===== src/rtl/fp_operand_unpack_pkg.sv =====
`default_nettype none
// ============================================================================
//  Module      : fp_pkg
//  Description : Shared constants for the binary32 operand unpack stage:
//                operand class codes, FSM state encoding, IEEE limits.
//  Revision    : 1.0 - initial release
// ============================================================================
package fp_pkg;

    // Operand classes presented on a_class / b_class
    localparam logic [2:0] FP_ZERO   = 3'd0;
    localparam logic [2:0] FP_DENORM = 3'd1;
    localparam logic [2:0] FP_NORMAL = 3'd2;
    localparam logic [2:0] FP_INF    = 3'd3;
    localparam logic [2:0] FP_QNAN   = 3'd4;
    localparam logic [2:0] FP_SNAN   = 3'd5;

    // Unpack controller states
    typedef enum logic [1:0] {
        ST_IDLE = 2'd0,
        ST_NORM = 2'd1,
        ST_OUT  = 2'd2
    } state_e;

    // binary32 exponent limits
    localparam int EXP_MAX = 255;
    localparam int BIAS    = 127;

endpackage
`default_nettype wire


===== src/rtl/fp_operand_unpack_classify.sv =====
`default_nettype none
// ============================================================================
//  Module      : fp_field_classify
//  Description : Combinational decode of one IEEE word into sign, class,
//                initial extended exponent and initial 24-bit mantissa.
//  Revision    : 1.0 - initial release
// ============================================================================
module fp_field_classify
    import fp_pkg::*;
#(
    parameter int EXP_W  = 8,
    parameter int FRAC_W = 23,
    parameter int XEXP_W = 10
) (
    input  logic [EXP_W+FRAC_W:0] word_i,
    output logic                  sign_o,
    output logic [2:0]            class_o,
    output logic [XEXP_W-1:0]     exp_o,
    output logic [FRAC_W:0]       mant_o
);

    localparam logic [EXP_W-1:0] c_EXP_ALL1 = '1;

    logic [EXP_W-1:0]  w_exp;
    logic [FRAC_W-1:0] w_frac;

    assign sign_o = word_i[EXP_W+FRAC_W];
    assign w_exp  = word_i[EXP_W+FRAC_W-1:FRAC_W];
    assign w_frac = word_i[FRAC_W-1:0];

    // Classify; denormals start at exponent 1 with no hidden bit so the
    // shift loop can bring them to the normal form.
    always_comb begin
        class_o = FP_ZERO;
        exp_o   = '0;
        mant_o  = '0;
        if (w_exp == '0) begin
            if (w_frac != '0) begin
                class_o = FP_DENORM;
                exp_o   = XEXP_W'(1);
                mant_o  = {1'b0, w_frac};
            end
        end else begin
            exp_o  = {{(XEXP_W-EXP_W){1'b0}}, w_exp};
            mant_o = {1'b1, w_frac};
            if (w_exp != c_EXP_ALL1) begin
                class_o = FP_NORMAL;
            end else if (w_frac == '0) begin
                class_o = FP_INF;
            end else if (w_frac[FRAC_W-1]) begin
                class_o = FP_QNAN;
            end else begin
                class_o = FP_SNAN;
            end
        end
    end

endmodule
`default_nettype wire


===== src/rtl/fp_operand_unpack.sv =====
`default_nettype none
// ============================================================================
//  Module      : fp_operand_unpack
//  Description : Accepts a binary32 operand pair, classifies both, normalises
//                denormals one bit per cycle and presents unpacked operands.
//  Revision    : 1.0 - initial release
// ============================================================================
module fp_operand_unpack
    import fp_pkg::*;
#(
    parameter int EXP_W  = 8,
    parameter int FRAC_W = 23,
    parameter int XEXP_W = 10
) (
    input  logic                    clk,
    input  logic                    rst,
    input  logic                    in_valid,
    output logic                    in_ready,
    input  logic [EXP_W+FRAC_W:0]   a,
    input  logic [EXP_W+FRAC_W:0]   b,
    output logic                    out_valid,
    input  logic                    out_ready,
    output logic                    a_sign,
    output logic                    b_sign,
    output logic [XEXP_W-1:0]       a_exp,
    output logic [XEXP_W-1:0]       b_exp,
    output logic [FRAC_W:0]         a_mant,
    output logic [FRAC_W:0]         b_mant,
    output logic [2:0]              a_class,
    output logic [2:0]              b_class
);

    state_e              state_q, state_d;
    logic                a_sign_q, a_sign_d, b_sign_q, b_sign_d;
    logic [XEXP_W-1:0]   a_exp_q, a_exp_d, b_exp_q, b_exp_d;
    logic [FRAC_W:0]     a_mant_q, a_mant_d, b_mant_q, b_mant_d;
    logic [2:0]          a_class_q, a_class_d, b_class_q, b_class_d;

    logic                w_a_sign, w_b_sign;
    logic [2:0]          w_a_class, w_b_class;
    logic [XEXP_W-1:0]   w_a_exp, w_b_exp;
    logic [FRAC_W:0]     w_a_mant, w_b_mant;
    logic                w_accept, w_any_denorm;
    logic                w_a_shift, w_b_shift, w_a_done, w_b_done;

    fp_field_classify #(.EXP_W(EXP_W), .FRAC_W(FRAC_W), .XEXP_W(XEXP_W)) u_cls_a (
        .word_i (a),
        .sign_o (w_a_sign),
        .class_o(w_a_class),
        .exp_o  (w_a_exp),
        .mant_o (w_a_mant)
    );

    fp_field_classify #(.EXP_W(EXP_W), .FRAC_W(FRAC_W), .XEXP_W(XEXP_W)) u_cls_b (
        .word_i (b),
        .sign_o (w_b_sign),
        .class_o(w_b_class),
        .exp_o  (w_b_exp),
        .mant_o (w_b_mant)
    );

    // A consumed result frees the stage in the same cycle, so OUT can accept
    assign in_ready     = (state_q == ST_IDLE) | ((state_q == ST_OUT) & out_ready);
    assign out_valid    = (state_q == ST_OUT);
    assign w_accept     = in_valid & in_ready;
    assign w_any_denorm = (w_a_class == FP_DENORM) | (w_b_class == FP_DENORM);

    // An operand still shifting is a denormal without its leading 1; it is
    // done after this cycle if the bit moving into the MSB is set.
    assign w_a_shift = (a_class_q == FP_DENORM) & ~a_mant_q[FRAC_W];
    assign w_b_shift = (b_class_q == FP_DENORM) & ~b_mant_q[FRAC_W];
    assign w_a_done  = ~w_a_shift | a_mant_q[FRAC_W-1];
    assign w_b_done  = ~w_b_shift | b_mant_q[FRAC_W-1];

    assign a_sign  = a_sign_q;
    assign b_sign  = b_sign_q;
    assign a_exp   = a_exp_q;
    assign b_exp   = b_exp_q;
    assign a_mant  = a_mant_q;
    assign b_mant  = b_mant_q;
    assign a_class = a_class_q;
    assign b_class = b_class_q;

    // Next state and datapath: hold, normalise, or load a newly accepted pair
    always_comb begin
        state_d   = state_q;
        a_sign_d  = a_sign_q;
        b_sign_d  = b_sign_q;
        a_exp_d   = a_exp_q;
        b_exp_d   = b_exp_q;
        a_mant_d  = a_mant_q;
        b_mant_d  = b_mant_q;
        a_class_d = a_class_q;
        b_class_d = b_class_q;

        case (state_q)
            ST_IDLE: ;
            ST_NORM: begin
                if (w_a_shift) begin
                    a_mant_d = {a_mant_q[FRAC_W-1:0], 1'b0};
                    a_exp_d  = a_exp_q - XEXP_W'(1);
                end
                if (w_b_shift) begin
                    b_mant_d = {b_mant_q[FRAC_W-1:0], 1'b0};
                    b_exp_d  = b_exp_q - XEXP_W'(1);
                end
                if (w_a_done & w_b_done) begin
                    state_d = ST_OUT;
                end
            end
            ST_OUT: begin
                if (out_ready) begin
                    state_d = ST_IDLE;
                end
            end
            default: state_d = ST_IDLE;
        endcase

        // Accept only happens in IDLE or OUT, so this never collides with NORM
        if (w_accept) begin
            a_sign_d  = w_a_sign;
            b_sign_d  = w_b_sign;
            a_exp_d   = w_a_exp;
            b_exp_d   = w_b_exp;
            a_mant_d  = w_a_mant;
            b_mant_d  = w_b_mant;
            a_class_d = w_a_class;
            b_class_d = w_b_class;
            state_d   = w_any_denorm ? ST_NORM : ST_OUT;
        end
    end

    // State and operand registers; reset discards any pair in flight
    always_ff @(posedge clk) begin
        if (rst) begin
            state_q   <= ST_IDLE;
            a_sign_q  <= 1'b0;
            b_sign_q  <= 1'b0;
            a_exp_q   <= '0;
            b_exp_q   <= '0;
            a_mant_q  <= '0;
            b_mant_q  <= '0;
            a_class_q <= FP_ZERO;
            b_class_q <= FP_ZERO;
        end else begin
            state_q   <= state_d;
            a_sign_q  <= a_sign_d;
            b_sign_q  <= b_sign_d;
            a_exp_q   <= a_exp_d;
            b_exp_q   <= b_exp_d;
            a_mant_q  <= a_mant_d;
            b_mant_q  <= b_mant_d;
            a_class_q <= a_class_d;
            b_class_q <= b_class_d;
        end
    end

endmodule
`default_nettype wire


===== config.mk =====
export PLATFORM = sky130hd
export DESIGN_NAME = fp_operand_unpack
export DESIGN_NICKNAME = d
export VERILOG_FILES = /design/src/rtl/fp_operand_unpack_pkg.sv /design/src/rtl/fp_operand_unpack_classify.sv /design/src/rtl/fp_operand_unpack.sv
export SDC_FILE = /design/constraint.sdc
export NUM_CORES = 1
export LEC_CHECK = 0
export CELL_PAD_IN_SITES_DETAIL_PLACEMENT = 0
export CELL_PAD_IN_SITES_GLOBAL_PLACEMENT = 1
export CORE_UTILIZATION = 27
export DETAILED_ROUTE_END_ITERATION = 10
export PLACE_DENSITY_LB_ADDON = 0.1
export SKIP_LAST_GASP = 1
export SLEW_MARGIN = 15
export SYNTH_ARGS = -nofsm -noshare
export SYNTH_HDL_FRONTEND = slang
export SYNTH_SLANG_ARGS = --single-unit

===== constraint.sdc =====
create_clock -name clk -period 1.9 [get_ports clk]
set_input_delay 0.19 -clock clk [delete_from_list [all_inputs] [get_ports clk]]
set_output_delay 0.19 -clock clk [all_outputs]
set_load 0.02 [all_outputs]

==> qor.csv <==
metric;value;unit
use_met2;30.0;%
ys_warn_count;0;
drt_iter0_drc;200;
internal-power;3.47;mW
pwr-share-clk;38.6;%
ys_top_cells_by_area;dfxtp_1, nor2_1, o22ai_1;
switchingPower;1.30;mW
clock_path_buffers;2;
fin_crit_sh;98.5;%
viasPerCell;4.97;
cp-end-kind;flop;
cts_buffers;9;
cts_root_buf;clkbuf_16;
wl_per_cell;15.6;um
synth_fp_nets;502;
multi_input_area;1820;um2
hold_viol;0;
swShare;27.2;%
crit_arrival;2.08;ns
ant_nets;0;
powerDensity;809;nW/um2
die_y;116;um
io_pins;146;
clock_sinks;78;
dpl_worst_slack;-0.0968;ns
clkSlewWorstSetupHoldPaths;0.06;ns
slew_headroom;65.3;%
track_usage;18.9;%
yosys.area.top_type;dfxtp_1;
finalWirelength;12400;um
min_to;a_exp[1];
max_cap_violations;0;
dr.pass1.iters;5;
place_inst;774;
comb_power_share;22.3;%
met1_usage;24.3;%
seq_area_frac_synth;44.6;%
tightest_slew;0.520;ns
worst_slack;0.0293;ns
seq_area;1560;um2
layout-drive-gt1-share;15.3;%
ir_worst_vdd;442;uV
grt_busiest_layer;met2;
synth-seq-cells;78;
required;2.10;ns
htreeDepth;3;
fin_nets;684;
io_buffer_count;145;
start_kind;flop;
layoutNonFillerInstCount;791;
fill_cells;1265;
reg2reg_to;a_exp[5];
period_minus_slack;1.87;ns
power.total;4.76;mW
synth_common_cells;dfxtp_1, nor2_1, nor3_1, o22ai_1, nand2_1;
core_area;12600;um2
yosysMostFrequentCell;dfxtp_1;
syn_inst;432;
grt_pass1_vias;3882;
cp_max_fo;8;
post-dp-hpwl;9020;um
hp-class;primary input to flop;
antenna_found_initial;0;
final_area;5890;um2
rows;41;
rr_startpoint;a_class[1];
start_util;27.7;%
diodes;0;
fin_tns_setup;0;ns
grt_max_degree;24;
avgSynthCellArea;8.10;um2
status;finished, final reports clean;
r2r_setup_slack;0.03;ns
fp.dieW;116;um
grt_overflow;0;
synthesis.area;3500;um2
synth_ff_type;dfxtp_1;
synth-async-reset-ratio;0;%
hold_start;rst;
synth.top_cell.area_share;44.6;%
area_delta_synth_final;68.2;%
routabilityCongestion;0.744;
synth_enable_flop_cells;0;
clock_latency;0.34;ns
yosysUniqueCellTypes;48;
hold-worst-slack;0.319;ns
leakage;2.18;nW
reg2reg_depth;5;
place_area;5510;um2
finalMaxSlewViolations;0;
rsz0062_at_grt;yes;
grt_pass1_wl;19500;um
path_class;flop to flop;
fin_skew;0.00352;ns
finalSetupViolCount;0;
cts_tree;yes;
fmax;535;MHz
dieArea;13400;um2
met3_usage;6.28;%
seqPwrFrac;39.1;%
drc;0;
fin_util;46.6;%
vias;3932;
hold-path-cell-count;2;
[layout make-up]
type	count	share of cell area (%)
Inverter	8	0.510
Clock buffer	13	4.76
Sequential cell	78	26.5
Clock inverter	3	0.680
Multi-Input combinational cell	314	30.9
Timing Repair Buffer	203	33.0
Tap cell	172	3.66
[critical path, cell delays in order, from the launching register on]
cell	delay, ns
dfxtp_1	0.31
or4b_4	0.53
or2_4	0.32
or4_4	0.43
nand3_2	0.08
a31oi_1	0.06
[worst max-delay path by stage]
stage / from / endpoint / slack [ns] / cells past startpoint
after floorplan: a_class[1] / state_q[1] / 0.003 / 6
after global placement: a[10] / a_class[0] / -0.08 / 6
after detailed placement: a[10] / a_exp[0] / -0.1 / 6
after CTS: a_class[1] / a_exp[5] / -0.0005 / 5
after global routing: a_class[1] / a_exp[7] / -0.03 / 6
final: a_class[1] / a_exp[5] / 0.03 / 5
[registers in the layout, summed over array words and instances, names as in the netlist]
| signal | count |
|---|---|
| b_exp | 10 |
| a_class | 3 |
| b_mant | 24 |
| a_mant | 24 |
| a_sign | 1 |
| a_exp | 10 |
| b_class | 3 |
| b_sign | 1 |
| state_q | 2 |
[placed cells by master (no fill, tap or decap), drive strengths merged, types with 3 or more instances in the layout]
| cell type | netlist | final |
|---|---|---|
| a21oi | 12 | 12 |
| xnor2 | 4 | 4 |
| or4 | 5 | 5 |
| nor3 | 52 | 52 |
| clkdlybuf4s50 | 0 | 144 |
| xor2 | 3 | 3 |
| dfxtp | 78 | 78 |
| o21ai | 8 | 8 |
| o211ai | 6 | 6 |
| buf | 12 | 59 |
| a211oi | 6 | 6 |
| o22ai | 42 | 42 |
| a31oi | 6 | 6 |
| nand2 | 29 | 29 |
| nand2b | 3 | 3 |
| clkbuf | 20 | 13 |
| a22oi | 8 | 8 |
| nor2 | 71 | 71 |
| or3 | 8 | 8 |
| or2 | 4 | 4 |
| nand3 | 4 | 4 |
| nor4 | 13 | 13 |
| inv | 8 | 8 |
| nand4 | 6 | 6 |
[power by group through the flow]
stage / combinational, mW / sequential, mW / clock [mW]
finish: 1.06 / 1.86 / 1.84
global route: 1.15 / 1.88 / 1.96
CTS: 1.06 / 1.86 / 1.90
detailed placement: 1.06 / 1.89 / 0
global placement: 1.05 / 1.89 / 0
floorplan: 0.332 / 2.02 / 0
[kinds of logic after synthesis]
group | Yosys count | share of synthesized area, %
AOI/OAI and AO/OA | 100 | 19.2
xor gates and xnor gates | 7 | 1.75
adders and majority gates | 2 | 0.715
buffers and inverters | 40 | 4.72
DFF | 78 | 44.6
and+or+nand+nor | 205 | 28.9
[what timing repair did]
action,4_1_cts,5_1_grt
resized for setup,1,10
setup buffers,1,0
pin swaps,0,7
endpoints found under the setup margin,4,7
hold buffers,0,0
[metal layers]
metal | vias to the layer above | wire length, um
met4 | 0 | 158
li1 | 1970 | -
met2 | 108 | 5650
met1 | 1840 | 5780
met3 | 14 | 767
met5 | - | 0
No activity file was read; power rests on OpenSTA's default activity.
